## src/rtl/program_loader.sv

```systemverilog
`default_nettype none
// ============================================================================
//  Module      : program_loader
//  Description : Collects instruction bytes from the UART receiver (high byte
//                first), assembles them into instruction words and writes one
//                word per address into the program memory, starting at 0.
//                A load ends on the HALT word (which is itself written) or
//                when the last address has been written (overflow).
//  Revision    : 1.0 - initial release
// ----------------------------------------------------------------------------
//  Ports
//    clk         in   system clock, rising edge
//    rst_n       in   asynchronous active-low reset
//    start       in   single-cycle pulse, begins a load (IDLE/DONE only)
//    rx_data     in   received byte, qualified by rx_valid
//    rx_valid    in   single-cycle byte strobe
//    mem_addr    out  program memory write address
//    mem_data    out  program memory write data
//    mem_we      out  write enable, one cycle per word
//    busy        out  load in progress
//    done        out  load complete (held until next accepted start)
//    overflow    out  load ended on a full address space, not on HALT
//    word_count  out  words written in the current or last load
// ============================================================================
module program_loader #(
    parameter int                    ADDR_LENGTH = 11,
    parameter int                    DATA_WIDTH  = 16,
    parameter logic [DATA_WIDTH-1:0] HALT_WORD   = '0
) (
    input  logic                   clk,
    input  logic                   rst_n,
    input  logic                   start,
    input  logic [7:0]             rx_data,
    input  logic                   rx_valid,
    output logic [ADDR_LENGTH-1:0] mem_addr,
    output logic [DATA_WIDTH-1:0]  mem_data,
    output logic                   mem_we,
    output logic                   busy,
    output logic                   done,
    output logic                   overflow,
    output logic [ADDR_LENGTH:0]   word_count
);

    typedef enum logic [2:0] {
        S_IDLE  = 3'd0,
        S_HIGH  = 3'd1,
        S_LOW   = 3'd2,
        S_WRITE = 3'd3,
        S_DONE  = 3'd4
    } state_t;

    state_t                 state, state_next;
    logic [7:0]             high_byte, high_byte_next;
    logic [ADDR_LENGTH-1:0] addr_next;
    logic [DATA_WIDTH-1:0]  data_next;
    logic                   we_next;
    logic                   busy_next;
    logic                   done_next;
    logic                   overflow_next;
    logic [ADDR_LENGTH:0]   count_next;

    // mem_data doubles as the assembled-word register; it is only updated on
    // entry to WRITE, so it stays stable for the whole write cycle.
    always_ff @(posedge clk or negedge rst_n) begin
        if (!rst_n) begin
            state      <= S_IDLE;
            high_byte  <= '0;
            mem_addr   <= '0;
            mem_data   <= '0;
            mem_we     <= 1'b0;
            busy       <= 1'b0;
            done       <= 1'b0;
            overflow   <= 1'b0;
            word_count <= '0;
        end else begin
            state      <= state_next;
            high_byte  <= high_byte_next;
            mem_addr   <= addr_next;
            mem_data   <= data_next;
            mem_we     <= we_next;
            busy       <= busy_next;
            done       <= done_next;
            overflow   <= overflow_next;
            word_count <= count_next;
        end
    end

    always_comb begin
        state_next     = state;
        high_byte_next = high_byte;
        addr_next      = mem_addr;
        data_next      = mem_data;
        we_next        = 1'b0;
        busy_next      = busy;
        done_next      = done;
        overflow_next  = overflow;
        count_next     = word_count;

        case (state)
            S_IDLE, S_DONE: begin
                // start wins over a coincident byte, which is simply dropped
                if (start) begin
                    state_next    = S_HIGH;
                    addr_next     = '0;
                    count_next    = '0;
                    overflow_next = 1'b0;
                    busy_next     = 1'b1;
                    done_next     = 1'b0;
                end
            end
            S_HIGH: begin
                if (rx_valid) begin
                    high_byte_next = rx_data;
                    state_next     = S_LOW;
                end
            end
            S_LOW: begin
                if (rx_valid) begin
                    data_next  = DATA_WIDTH'({high_byte, rx_data});
                    we_next    = 1'b1;
                    state_next = S_WRITE;
                end
            end
            S_WRITE: begin
                count_next = word_count + (ADDR_LENGTH + 1)'(1);
                if (mem_data == HALT_WORD) begin
                    state_next = S_DONE;
                    busy_next  = 1'b0;
                    done_next  = 1'b1;
                end else if (&mem_addr) begin
                    // last address just written: stop before the address wraps
                    state_next    = S_DONE;
                    busy_next     = 1'b0;
                    done_next     = 1'b1;
                    overflow_next = 1'b1;
                end else begin
                    state_next = S_HIGH;
                    addr_next  = mem_addr + ADDR_LENGTH'(1);
                end
            end
            default: begin
                state_next = S_IDLE;
            end
        endcase
    end

endmodule
`default_nettype wire

```

## config.mk

```make
export PLATFORM = sky130hd
export DESIGN_NAME = program_loader
export DESIGN_NICKNAME = d
export VERILOG_FILES = /design/src/rtl/program_loader.sv
export SDC_FILE = /design/constraint.sdc
export NUM_CORES = 1
export LEC_CHECK = 0
export BUFFER_PORTS_ARGS = -buffer_cell sky130_fd_sc_hd__buf_2
export CAP_MARGIN = 20
export CORE_MARGIN = 10
export CORE_UTILIZATION = 36
export CTS_CLUSTER_SIZE = 16
export DETAILED_ROUTE_END_ITERATION = 7
export SLEW_MARGIN = 20
export SYNTH_ARGS = -nofsm -noshare
export SYNTH_HDL_FRONTEND = slang
export SYNTH_SLANG_ARGS = --single-unit
```

## constraint.sdc

```tcl
create_clock -name clk -period 2.2 [get_ports clk]
set_clock_uncertainty 0.2 [all_clocks]
set_input_delay 0 -clock clk [delete_from_list [all_inputs] [get_ports clk]]
set_output_delay 0 -clock clk [all_outputs]
set_load 0.01 [all_outputs]
```

Word level (Yosys, flattened, before mapping)

Index checks and enable logic that the tools add are counted.

Add/subtract/negate cells: 2
Equality and inequality tests: 11
Muxes and demuxes: 24
Reductions and logical operators: 12

Operator list:

| operator                | count |
|---|---|
| $mux W11                | 3 |
| $pmux W12 S2            | 1 |
| $pmux W11 S2            | 1 |
| $logic_not A16 Y1       | 1 |
| $mux W3                 | 5 |
| $add A12 B1 Y12 const B | 1 |
| $mux W12                | 1 |
| $ne A2 B2 Y1 const B    | 6 |
| $pmux W3 S4             | 1 |
| $add A11 B1 Y11 const B | 1 |
| $reduce_and A11 Y1      | 1 |
| $mux W1                 | 9 |
| $reduce_and A4 Y1       | 2 |
| $eq A3 B2 Y1 const B    | 2 |
| $pmux W1 S2             | 3 |
| $reduce_and A2 Y1       | 3 |
| $reduce_and A3 Y1       | 2 |
| $eq A3 B1 Y1 const B    | 1 |
| $eq A3 B3 Y1 const B    | 1 |
| $logic_not A3 Y1        | 1 |
| $ne A3 B3 Y1 const B    | 1 |
| $reduce_bool A2 Y1      | 1 |
| $reduce_or A2 Y1        | 1 |

Bits in registers: 54
Output and inout bits: 43
Word-level logic and storage cells: 58

Depth between registers and ports, before layout

Gate-level depths: netlist of run 1.

Depth in word-level cells: 4
Depth in mapped cells: 7
Gate-level depth less buffers: 5

Worst setup path before layout of run 1

No wires, ideal clock.

Path kind: register -> register
Start point: register mem_addr[0]
End point: register mem_addr[6]
Setup time: 79 ps
Arrival: 1641 ps
Data required time: 1921 ps
Path slack: 280 ps
Stages on the path, launching flop included: 7
Clock period less this slack: 1920 ps
Path through: dfrtp_1 > ha_1 > and3_1 > and4_4 > buf_6 > nor4_1 > mux2i_1

Word-level cells in the longest chain between the ends: 4

RTL lines:

| what                   | RTL line | text |
|---|---|---|
| start, declared        | 35       | `output logic [ADDR_LENGTH-1:0] mem_addr,` |
| start signal, assigned | 78       | `mem_addr <= addr_next;` |
| $add A11 B1 Y11        | 138      | `addr_next = mem_addr + ADDR_LENGTH'(1);` |
| $mux W11               | 130      | `end else if (&mem_addr) begin` |
| $mux W11               | 126      | `if (mem_data == HALT_WORD) begin` |
| $pmux W11 S2           | 99       | `case (state)` |

Several ways; a longest one is shown, not always the timed one. The select of a mux whose other input is x is not followed.
A chain may end at the register's enable or synchronous reset.

Worst setup path in the final report of run 1

Start point: register mem_data[1]
End point: register mem_addr[0]

Word-level cells in the longest chain between the ends: 3

RTL lines:

| what                               | RTL line | text |
|---|---|---|
| start, declared                    | 36       | `output logic [DATA_WIDTH-1:0] mem_data,` |
| start signal, assigned             | 79       | `mem_data <= data_next;` |
| $logic_not A16 Y1                  | 126      |  |
| $ne A2 B2 Y1 (no source line)      | --       |  |
| $reduce_and A4 Y1 (no source line) | --       |  |

Every way passes these cells.

==> metrics.md, run 1 <==
| Metric | Value |
|---|---|
| Asr flop ratio synth | 1.00 |
| Max stage delay on crit path | 0.42 ns |
| Most frequent cells after synthesis | dfrtp_1 (54), nand2_1 (17), mux2_2 (16) |
| Setup total negative slack | 0 ns |
| Post-Place Setup Slack | 0.271 ns |
| Area of the core | 6790 sq um |
| Wire length of the first global-routing pass | 9640 microns |
| Capture point of the worst path | mem_addr[0] |
| Vias after detailed routing | 1894 |
| PnR worst setup slack | 0.252 ns |
| Hold_ws | 0.00235 ns |
| Cells taking the most area after synthesis | dfrtp_1 (53%), mux2_2 (7.1%), mux2i_1 (5.5%) |
| # setup viols final | 0 |
| Weighted congestion reported at the end of routability-driven placement | 0.761 |
| Horizontal extent of the die | 104 microns |
| Chip height | approximately 100 microns |
| Arr. time, crit path | a little under 2 ns |
| Clk buf depth | 2 |
| Share of layout cells above drive strength 1 | 0.345 |
| Crit path depth | 4 |
| Part of the cycle the worst path needs | 0.885 |
| Detailed-placement wirelength estimate | about 4200 microns |
| Leftover overflow at the end of global routing | 0 |
| Avg WL per Cell | ~15 microns |
| Number of antenna violations at the first check in global routing | 0 |
| Total power density per cell area | around 1000 nW/um^2 |
| Result of the run | finished, final reports clean |
| Post-synth net total | 226 |
| Number of global-route vias before repair | between 1500 and 2000 |
| Fraction of synthesized cell area taken by the top area cell type | 0.535 |
| Slew at the pin with the worst max-slew slack | 0.476 ns |
| FP Rows | 30 |
| H-tree level count | 2 |
| Final design utilization | 0.462 |
| Root buf cell | clkbuf_8 |
| Worst skew pair latency | 0.31 ns |
| Cell leakage power | between 1.5 and 2 nW |
| Type of the worst min-delay path | input port to async pin |
| Detailed-route wire length | 5710 microns |
| Max Clk Rate | 513 MHz |
| Endpoint of the most critical register-to-register path | mem_addr[0] |
| Final standard cell area without fillers | approximately 3100 sq um |
| Tightest slew margin relative to the limit | 0.683 |
| Warnings, synthesis | 0 |
| Number of enable-type register cells in the synthesized netlist | 0 |
| FF-to-FF path depth | 4 |
| Main synth FF type | dfrtp_1 |
| Effective utilization at floorplan | 0.372 |
| Unique masters post-synth | 38 |
| Post-place instance area | 2910 sq um |
| Reg-to-reg startpoint | mem_data[1] |
| Type of the setup path with the least slack | flop to flop |
| Total of flip-flops plus latches after synthesis | 54 |
| Max FO, Critical Path | 6 |
| IR Drop Worst-Case VDD | 0.000728 V |
| Number of buffer and inverter instances along the worst setup path | 0 |
| Fin crit period | 1.95 ns |
| Critical path required time | between 2 and 2.5 ns |
| Post-route antenna net violation count | 0 |
| Register-to-register setup slack | between 0.2 and 0.3 ns |
| Share of the yosys chip area belonging to registers | 0.535 |
| Drt initial violations | 78 |
| Area of the die | ~11000 sq um |
| TritonCTS clock tree | done |
| Total of buffers placed on input and output ports | 54 |
| Antenna fix cells | 0 |
| Crit path from | mem_data[1] |
| Library cell with the largest summed area after synthesis | dfrtp_1 |
| Remaining DRCs | 0 |
| I/O pins | 55 |
| Via count normalized by instance count | 5.02 |
| Final hold viol count | 0 |
| Reg clk slew, reported paths | 0.10 ns |
| First-pass DRT Iterations | 4 |
| GRT Util Overall | 0.105 |
| Family with the most delay on the worst path | simple AND/OR/NAND/NOR gates |
| Total standard cell area after synthesis | 2530 sq um |
| Number of cells produced by synthesis | 212 |
| Nature of the critical path startpoint | flop |
| Maximum number of pins on one net before global-route repair | 55 |
| Max-slew violation count | 0 |
| Max stage delay cell, worst path | nor4_1 |
| Max-cap violation count | 0 |
| Critical-path cell list | nor4_1 > nand4_1 > nand3_1 > mux2i_1 |
| Worst setup EP type | flop |
| Most numerous cell in the Yosys netlist | dfrtp_1 |
| RSZ-0062 raised after global routing | false |
| Sink Count | 54 |
| Synthesized area per cell | roughly 12 sq um |
| Net count reported at finish | about 290 |
| Total CTS buffers | 5 |
| Area Overhead vs Synth | 24.1% |
[area by class of cell]
type,count,area (sq um)
clock buffers,5,68.8
repair buffers,71,438
multi-input cells,146,1100
clock inverters,3,48.8
fillers,644,3660
well taps,96,120
inverters,2,7.51
flip-flops and latches,54,1350
[sequential cells by signal, summed over array words and instances, names as in the netlist]
name        flops
mem_data       16
busy            1
overflow        1
state           3
high_byte       8
word_count     12
done            1
mem_we          1
mem_addr       11
[worst min-delay path by stage]
stage,endpoint,slack [ns],depth (start not counted)
after CTS,mem_addr[1],0.01,3
final,word_count[2],0.002,3
after detailed placement,word_count[2],-0.18,2
after global routing,high_byte[5],0.03,3
after floorplan,busy,-0.50,0
after global placement,word_count[2],-0.18,2
[cells by family after synthesis]
kind of cell | share of synthesized area
AND/OR/NAND/NOR | 0.197
adder cells (fa/ha/maj) | 0.00990
flip-flops | 0.535
multiplexers | 0.167
AO/OA/AOI/OAI | 0.0619
buffers and inverters | 0.0297
[layout by cell type (no fill, tap or decap), types with 2 or more instances in the layout]
cell | Yosys | layout
inv_1 | 2 | 2
a41oi_1 | 2 | 2
mux2_2 | 16 | 16
a31oi_1 | 3 | 3
nand4_1 | 10 | 10
nor3b_4 | 2 | 2
nor2_1 | 5 | 5
a21oi_1 | 2 | 2
and3_1 | 5 | 5
buf_2 | 6 | 54
o21ai_0 | 12 | 12
nand3_1 | 12 | 12
dfrtp_1 | 54 | 54
mux2_1 | 9 | 9
mux2i_1 | 14 | 14
or2_2 | 5 | 5
nand2_1 | 17 | 17
nor4_2 | 2 | 2
and4_1 | 3 | 3
clkbuf_8 | 0 | 5
dlygate4sd3_1 | 0 | 11
nor4_1 | 7 | 7
and2_1 | 3 | 3
buf_4 | 0 | 5
ha_1 | 2 | 2
nand3b_1 | 2 | 2
[metrics by stage]
step	power, mW	std cells
2_1_floorplan	2.17	212
3_3_place_gp	2.59	358
3_5_place_dp	2.61	358
4_1_cts	3.32	377
5_1_grt	3.51	377
6_report	3.27	377
[layer usage]
| layer | GRT usage | vias up | share of wire |
|---|---|---|---|
| met2 | 0.160 | 45 | 0.45 |
| met1 | 0.132 | 929 | 0.46 |
| met5 | 0 | - | 0 |
| li1 | - | 916 | - |
| met3 | 0.0465 | 4 | 0.081 |
| met4 | 0.0268 | 0 | 0.0074 |
[worst min-delay path, stage by stage]
cell	delay, ns
dlygate4sd3_1	0.52
buf_2	0.12
buf_12	0.26
[report_power, final]
group	total [mW]	internal, mW	leakage, nW	switching [mW]
combinational	1.06	0.524	0.760	0.532
sequential	1.52	1.28	0.693	0.241
clock	0.694	0.347	0.0563	0.347
[timing repair]
action,in CTS,in global routing
resized for setup,0,0
setup buffers,0,0
hold endpoints to repair,73,0
hold buffers,11,0
Note: power is estimated with default switching activity, not from simulation.
==> run 2: changes to the inputs <==
--- a/config.mk
+++ b/config.mk
@@ -8,9 +8,10 @@
 export BUFFER_PORTS_ARGS = -buffer_cell sky130_fd_sc_hd__buf_2
 export CAP_MARGIN = 20
 export CORE_MARGIN = 10
-export CORE_UTILIZATION = 36
+export CORE_UTILIZATION = 25
 export CTS_CLUSTER_SIZE = 16
 export DETAILED_ROUTE_END_ITERATION = 7
+export SETUP_SLACK_MARGIN = 0.1
 export SLEW_MARGIN = 20
 export SYNTH_ARGS = -nofsm -noshare
 export SYNTH_HDL_FRONTEND = slang
==> run 2 against run 1 <==
Compared with the run above:
- cell count is 9.8% higher
- critical path depth is 1 higher
- flip-flop and latch count stayed put
- clock-buffer cell count rose by 1
- die area grew 35%
- power up 4.6%
- worst setup slack got worse by 0.041 ns
- design area grew 2.6%
- first-iteration DRC count shrank 21%
- critical path type unchanged
- critical endpoint is now mem_addr[8]
- highest routed layer unchanged
==> metrics.md, run 2 (synthesis gave the netlist of run 1 again) <==
| Metric | Value |
|---|---|
| Nature of the critical path startpoint | flop |
| Avg WL per Cell | 15.3 microns (+1.2%) |
| Effective utilization at floorplan | 0.257 (-0.115) |
| Critical path required time | 2.23 ns (about the same) |
| Chip height | 121 microns (+16%) |
| Detailed-route wire length | 6350 microns (+11%) |
| Part of the cycle the worst path needs | 0.904 (+0.0185) |
| Wire length of the first global-routing pass | 11100 microns (+15%) |
| Setup total negative slack | 0 ns (unchanged) |
| Number of global-route vias before repair | 2139 (+8.4%) |
| Vias after detailed routing | 1935 (+2.2%) |
| Area Overhead vs Synth | 27.2% |
| Highest-count cells in the layout ignoring fill and taps | dfrtp_1 (54), buf_2 (54), nand2_1 (17), mux2_2 (16), mux2i_1 (14) |
| Max-cap violation count | 0 (unchanged) |
| Sink Count | 54 (unchanged) |
| Post-route antenna net violation count | 0 (unchanged) |
| Area of the core | 9820 sq um (+45%) |
| Largest register FFs | 16 (unchanged) |
| # setup viols final | 0 (unchanged) |
| Slew at the pin with the worst max-slew slack | 0.692 ns (+0.216 ns) |
| H-tree level count | 2 (unchanged) |
| Number of antenna violations at the first check in global routing | 0 (unchanged) |
| Total CTS buffers | 5 (unchanged) |
| Clk buf depth | 2 (unchanged) |
| Remaining DRCs | 0 (unchanged) |
| Result of the run | finished, final reports clean |
| Cell leakage power | 1.52 nW (+1.0%) |
| Maximum number of pins on one net before global-route repair | 34 (-38%) |
| Post-placement cell count | 394 (+10%) |
| Final hold viol count | 0 (unchanged) |
| First-pass DRT Iterations | 4 (unchanged) |
| Net count reported at finish | 294 (unchanged) |
| Antenna fix cells | 0 (unchanged) |
| Type of the setup path with the least slack | flop to flop |
| Weighted congestion reported at the end of routability-driven placement | 0.784 (+3.0%) |
| RSZ-0062 raised after global routing | true |
| Reg clk slew, reported paths | 0.10 ns (about the same) |
| Tightest slew margin relative to the limit | 0.538 (-0.145) |
| Worst setup EP type | flop |
| Root buf cell | clkbuf_8 |
| Register with the most flip-flops | mem_data |
| Drt initial violations | 62 (-21%) |
| Max stage delay on crit path | 0.45 ns (+0.03 ns) |
| Finished Layout Cells | 414 (+9.8%) |
| Detailed-placement wirelength estimate | 4630 microns (+11%) |
| Share of layout cells above drive strength 1 | 0.352 (+0.00712) |
| Regs by FF count | mem_data x16, word_count x12, mem_addr x11 |
| GRT Util Overall | 0.0921 (-0.0130) |
| Worst skew pair latency | 0.31 ns (about the same) |
| Fin crit period | 1.99 ns (+0.0407 ns) |
| TritonCTS clock tree | done |
| Critical-path cell list | ha_1 > and3_1 > and4_4 > nor4_1 > mux2i_1 |
| Max-slew violation count | 0 (unchanged) |
| Area of the die | 14500 sq um (+35%) |
| Via count normalized by instance count | 4.67 (-7.0%) |
| Max stage delay cell, worst path | dfrtp_1 |
| Hold_ws | 0.0139 ns (+0.0116 ns) |
| Leftover overflow at the end of global routing | 0 (unchanged) |
| I/O pins | 55 (unchanged) |
| Type of the worst min-delay path | input port to async pin |
| Max FO, Critical Path | 6 (unchanged) |
| FP Rows | 36 (+20%) |
| IR Drop Worst-Case VDD | 0.000656 V (-9.8%) |
| Total power density per cell area | 1060 nW/um^2 (+2.0%) |
| Total of buffers placed on input and output ports | 54 (unchanged) |
| Arr. time, crit path | 2.02 ns (+0.04 ns) |
| Max Clk Rate | 503 MHz (-2.0%) |
| Horizontal extent of the die | 121 microns (+16%) |
## run 2: changes by cell type in the layout (fill, tap and decap cells not counted)
| cell | before | now |
|---|---|---|
| clkinvlp_4 | 1 | 0 |
| bufinv_16 | 1 | 2 |
| nor4_1 | 7 | 6 |
| nor2_2 | 0 | 1 |
| nor4_2 | 2 | 3 |
| nor2_1 | 5 | 4 |
| clkbuf_8 | 5 | 6 |
| inv_8 | 1 | 0 |
## run 2: metal layers
layer / vias up / track usage / part of all wire
met1: 949 / 0.122 / 0.47
met5: - / 0 / 0
met3: 4 / 0.0321 / 0.068
li1: 919 / - / -
met4: 0 / 0.0219 / 0.0060
met2: 63 / 0.141 / 0.45
## run 2: path summary, 6_finish.rpt
check	start	to	cells past startpoint	slack, ns
max	mem_addr[0]	mem_addr[8]	5	0.21
min	rst_n	word_count[4]	2	0.01
max reg2reg	mem_addr[0]	mem_addr[8]	5	0.21
min reg2reg	word_count[11]	word_count[11]	1	0.28
max in group asynchronous	rst_n	mem_data[1]	3	1.21
min in group clk	rx_data[4]	mem_data[4]	3	0.26
## run 2: timing repair
action,CTS,global route
hold buffers,11,0
gates resized for setup,0,2
buffers inserted,0,1
hold endpoints to repair,73,0
endpoints found under the setup margin,0,9
## run 2: layout make-up
| cell class | instances | area (sq um) |
|---|---|---|
| sequential | 54 | 1350 |
| multi-input combinational | 146 | 1110 |
| timing repair buffer | 71 | 438 |
| clock inverter | 2 | 60.1 |
| clock buffer | 6 | 82.6 |
| fill | 1031 | 6600 |
| inverter | 2 | 7.51 |
| tap | 133 | 166 |
## run 2: report_power, final
part / leakage, nW / internal (mW) / switching (mW) / total, mW
sequential: 0.693 / 1.28 / 0.251 / 1.53
combinational: 0.761 / 0.519 / 0.548 / 1.07
clock: 0.0714 / 0.486 / 0.338 / 0.824
## run 2: worst max-delay path: cells and delay by family (launching register included)
family,cells,cell delay (ns)
simple gates,3,0.76
flops,1,0.45
fa+ha+maj,1,0.25
mux,1,0.25
## run 2: through the flow
stage | power (mW) | util | area, sq um | worst slack, ns
2_1_floorplan | 2.17 | - | 2530 | 0.280
3_3_place_gp | 2.58 | 0.300 | 2950 | 0.248
3_5_place_dp | 2.62 | 0.300 | 2950 | 0.197
4_1_cts | 3.47 | 0.326 | 3200 | 0.186
5_1_grt | 3.68 | 0.327 | 3220 | 0.0996
6_report | 3.42 | 0.327 | 3220 | 0.211
==> run 3: changes to the inputs <==
--- a/config.mk
+++ b/config.mk
@@ -11,6 +11,7 @@
 export CORE_UTILIZATION = 25
 export CTS_CLUSTER_SIZE = 16
 export DETAILED_ROUTE_END_ITERATION = 7
+export MAX_ROUTING_LAYER = met4
 export SETUP_SLACK_MARGIN = 0.1
 export SLEW_MARGIN = 20
 export SYNTH_ARGS = -nofsm -noshare
==> constraint.sdc (replaced) <==
create_clock -name clk -period 2.47 [get_ports clk]
set_clock_uncertainty 0.2 [all_clocks]
set_input_delay 0 -clock clk [delete_from_list [all_inputs] [get_ports clk]]
set_output_delay 0 -clock clk [all_outputs]
set_load 0.01 [all_outputs]
==> run 3 against run 2 <==
Compared with the run above:
- design area is 2.2% lower
- routed wire length is 1.1% lower
- clock power is 37% lower
- worst hold slack better by 0.031 ns
- cell count stayed put
- clock-buffer cell count is 1 higher
- fmax is 0.40% lower
- core utilization is 0.71 points lower
- critical endpoint is now mem_addr[6]
==> metrics.md, run 3 (synthesis gave the netlist of run 1 again) <==
| Metric | Value |
|---|---|
| Slew at the pin with the worst max-slew slack | 0.706 ns (+0.0144 ns) |
| Area of the die | 14500 sq um (unchanged) |
| H-tree level count | 2 (unchanged) |
| Number of antenna violations at the first check in global routing | 0 (unchanged) |
| # setup viols final | 0 (unchanged) |
| Horizontal extent of the die | 121 microns (unchanged) |
| Share of layout cells above drive strength 1 | 0.338 (-0.0142) |
| Endpoint of the most critical register-to-register path | mem_addr[6] |
| Register-to-register setup slack | 0.47 ns (+0.26 ns) |
| Drt initial violations | 62 (unchanged) |
| I/O pins | 55 (unchanged) |
| Post-placement cell count | 394 (unchanged) |
| Register with the most flip-flops | mem_data |
| Leftover overflow at the end of global routing | 0 (unchanged) |
| Combined area of the multi-input logic cells | 1100 sq um (-0.79%) |
| Number of global-route vias before repair | 1994 (-6.8%) |
| Type of the worst min-delay path | input port to async pin |
| Chip height | 121 microns (unchanged) |
| Sink Count | 54 (unchanged) |
| TritonCTS clock tree | done |
| Final hold viol count | 0 (unchanged) |
| Worst setup EP type | flop |
| Tightest slew margin relative to the limit | 0.528 (-0.00963) |
| Sequential cell area | 1350 sq um (unchanged) |
| Root buf cell | clkbuf_8 |
| Area Overhead vs Synth | 24.5% |
| Regs by FF count | mem_data x16, word_count x12, mem_addr x11 |
| Detailed-route wire length | 6280 microns (-1.1%) |
| Detailed-placement wirelength estimate | 4560 microns (-1.4%) |
| Reg-to-reg startpoint | mem_addr[0] |
| Type of the setup path with the least slack | flop to flop |
| Finished Layout Cells | 414 (unchanged) |
| Family with the most delay on the worst path | simple AND/OR/NAND/NOR gates |
| Cell leakage power | 1.50 nW (-1.9%) |
| Result of the run | finished, final reports clean |
| Max FO, Critical Path | 6 (unchanged) |
| Fin crit period | 2.00 ns (+0.00793 ns) |
| FF-to-FF path depth | 5 (unchanged) |
| First-pass DRT Iterations | 4 (unchanged) |
| Worst skew pair latency | 0.30 ns (about the same) |
| RSZ-0062 raised after global routing | false |
| Setup total negative slack | 0 ns (unchanged) |
| Total CTS buffers | 5 (unchanged) |
| Wire length of the first global-routing pass | 10300 microns (-6.8%) |
| Number of buffer and inverter instances along the worst setup path | 0 (unchanged) |
| Critical-path cell list | ha_1 > and3_1 > and4_4 > nor4_1 > mux2i_1 |
| Critical path required time | 2.50 ns (+0.27 ns) |
| Antenna fix cells | 0 (unchanged) |
| Total power density per cell area | 897 nW/um^2 (-16%) |
| Highest-count cells in the layout ignoring fill and taps | dfrtp_1 (54), buf_2 (54), nand2_1 (17), mux2_2 (16), mux2i_1 (14) |
| Avg WL per Cell | 15.2 microns (-1.1%) |
| FP Rows | 36 (unchanged) |
| Number of fill cells in the layout | 1047 (+1.6%) |
| Crit path depth | 5 (unchanged) |
| IR Drop Worst-Case VDD | 0.000571 V (-13%) |
| Reg clk slew, reported paths | 0.10 ns (about the same) |
| Post-cts resize count | 0 (unchanged) |
| Arr. time, crit path | 2.02 ns (about the same) |
| Via count normalized by instance count | 4.64 (-0.62%) |
| Setup Buffers After CTS | 0 (unchanged) |
| Max stage delay cell, worst path | dfrtp_1 |
| Maximum number of pins on one net before global-route repair | 28 (-18%) |
| Max Clk Rate | 501 MHz (-0.40%) |
| Vias after detailed routing | 1923 (-0.62%) |
| Remaining DRCs | 0 (unchanged) |
| Effective utilization at floorplan | 0.257 (unchanged) |
| GRT Util Overall | 0.0887 (-0.00341) |
| Clk buf depth | 2 (unchanged) |
| Max-slew violation count | 0 (unchanged) |
| Net count reported at finish | 294 (unchanged) |
| Nature of the critical path startpoint | flop |
| Max-cap violation count | 0 (unchanged) |
| Part of the cycle the worst path needs | 0.808 (-0.0956) |
| Total of buffers placed on input and output ports | 54 (unchanged) |
| Post-route antenna net violation count | 0 (unchanged) |
| Area of the core | 9820 sq um (unchanged) |
| Largest register FFs | 16 (unchanged) |
| Max stage delay on crit path | 0.45 ns (about the same) |
| Weighted congestion reported at the end of routability-driven placement | 0.784 (about the same) |
run 3: cell types whose count changed in the layout (fill, tap and decap cells not counted), sizes merged:
cell / previous run / this run
buf: 60 / 59
dlygate4sd3: 11 / 12
clkinv: 0 / 1
bufinv: 2 / 0
clkbuf: 6 / 7
run 3: area by class of cell:
cell class	count	share of cell area
inverter	2	0.00239
clock buffer	7	0.0274
sequential	54	0.430
timing repair buffer	71	0.136
tap	133	0.0529
clock inverter	1	0.00159
multi-input combinational	146	0.350
run 3: worst max path at each step:
stage	startpoint	end	slack (ns)
after floorplan	mem_addr[0]	mem_addr[6]	0.55
after global placement	mem_addr[0]	mem_addr[6]	0.52
after detailed placement	mem_addr[0]	mem_addr[8]	0.50
after CTS	mem_addr[0]	mem_addr[6]	0.48
after global routing	state[2]	word_count[8]	0.32
final	mem_addr[0]	mem_addr[6]	0.47
run 3: layer usage:
| layer | track usage | share of wire | vias up |
|---|---|---|---|
| met5 | - | 0 | - |
| met4 | 0.0158 | 0.0049 | 0 |
| met3 | 0.0242 | 0.054 | 2 |
| met2 | 0.133 | 0.45 | 64 |
| met1 | 0.118 | 0.49 | 930 |
| li1 | - | - | 927 |
run 3: timing repair:
item | 4_1_cts | 5_1_grt
hold buffers | 12 | 0
endpoints found under the setup margin | 0 | 0
endpoints found under the hold margin | 73 | 0
run 3: power by group:
group	internal (mW)	switching, mW	leakage, nW	total [mW]
sequential	1.14	0.221	0.693	1.36
clock	0.227	0.292	0.0482	0.520
combinational	0.454	0.488	0.755	0.941
run 3: stage by stage:
step	power (mW)	util	setup WS (ns)	instance area, sq um	hold slack (ns)
after floorplan	1.93	-	0.550	2530	-0.496
after global placement	2.29	0.299	0.518	2930	-0.327
after detailed placement	2.32	0.299	0.499	2930	-0.331
after CTS	2.86	0.320	0.475	3150	0.0463
after global routing	3.03	0.320	0.317	3150	0.0979
final	2.82	0.320	0.474	3150	0.0447
run 3: tightest hold or removal path: stages:
cell and delay (ns):
dlygate4sd3_1 0.52, buf_2 0.14, buf_4 0.27
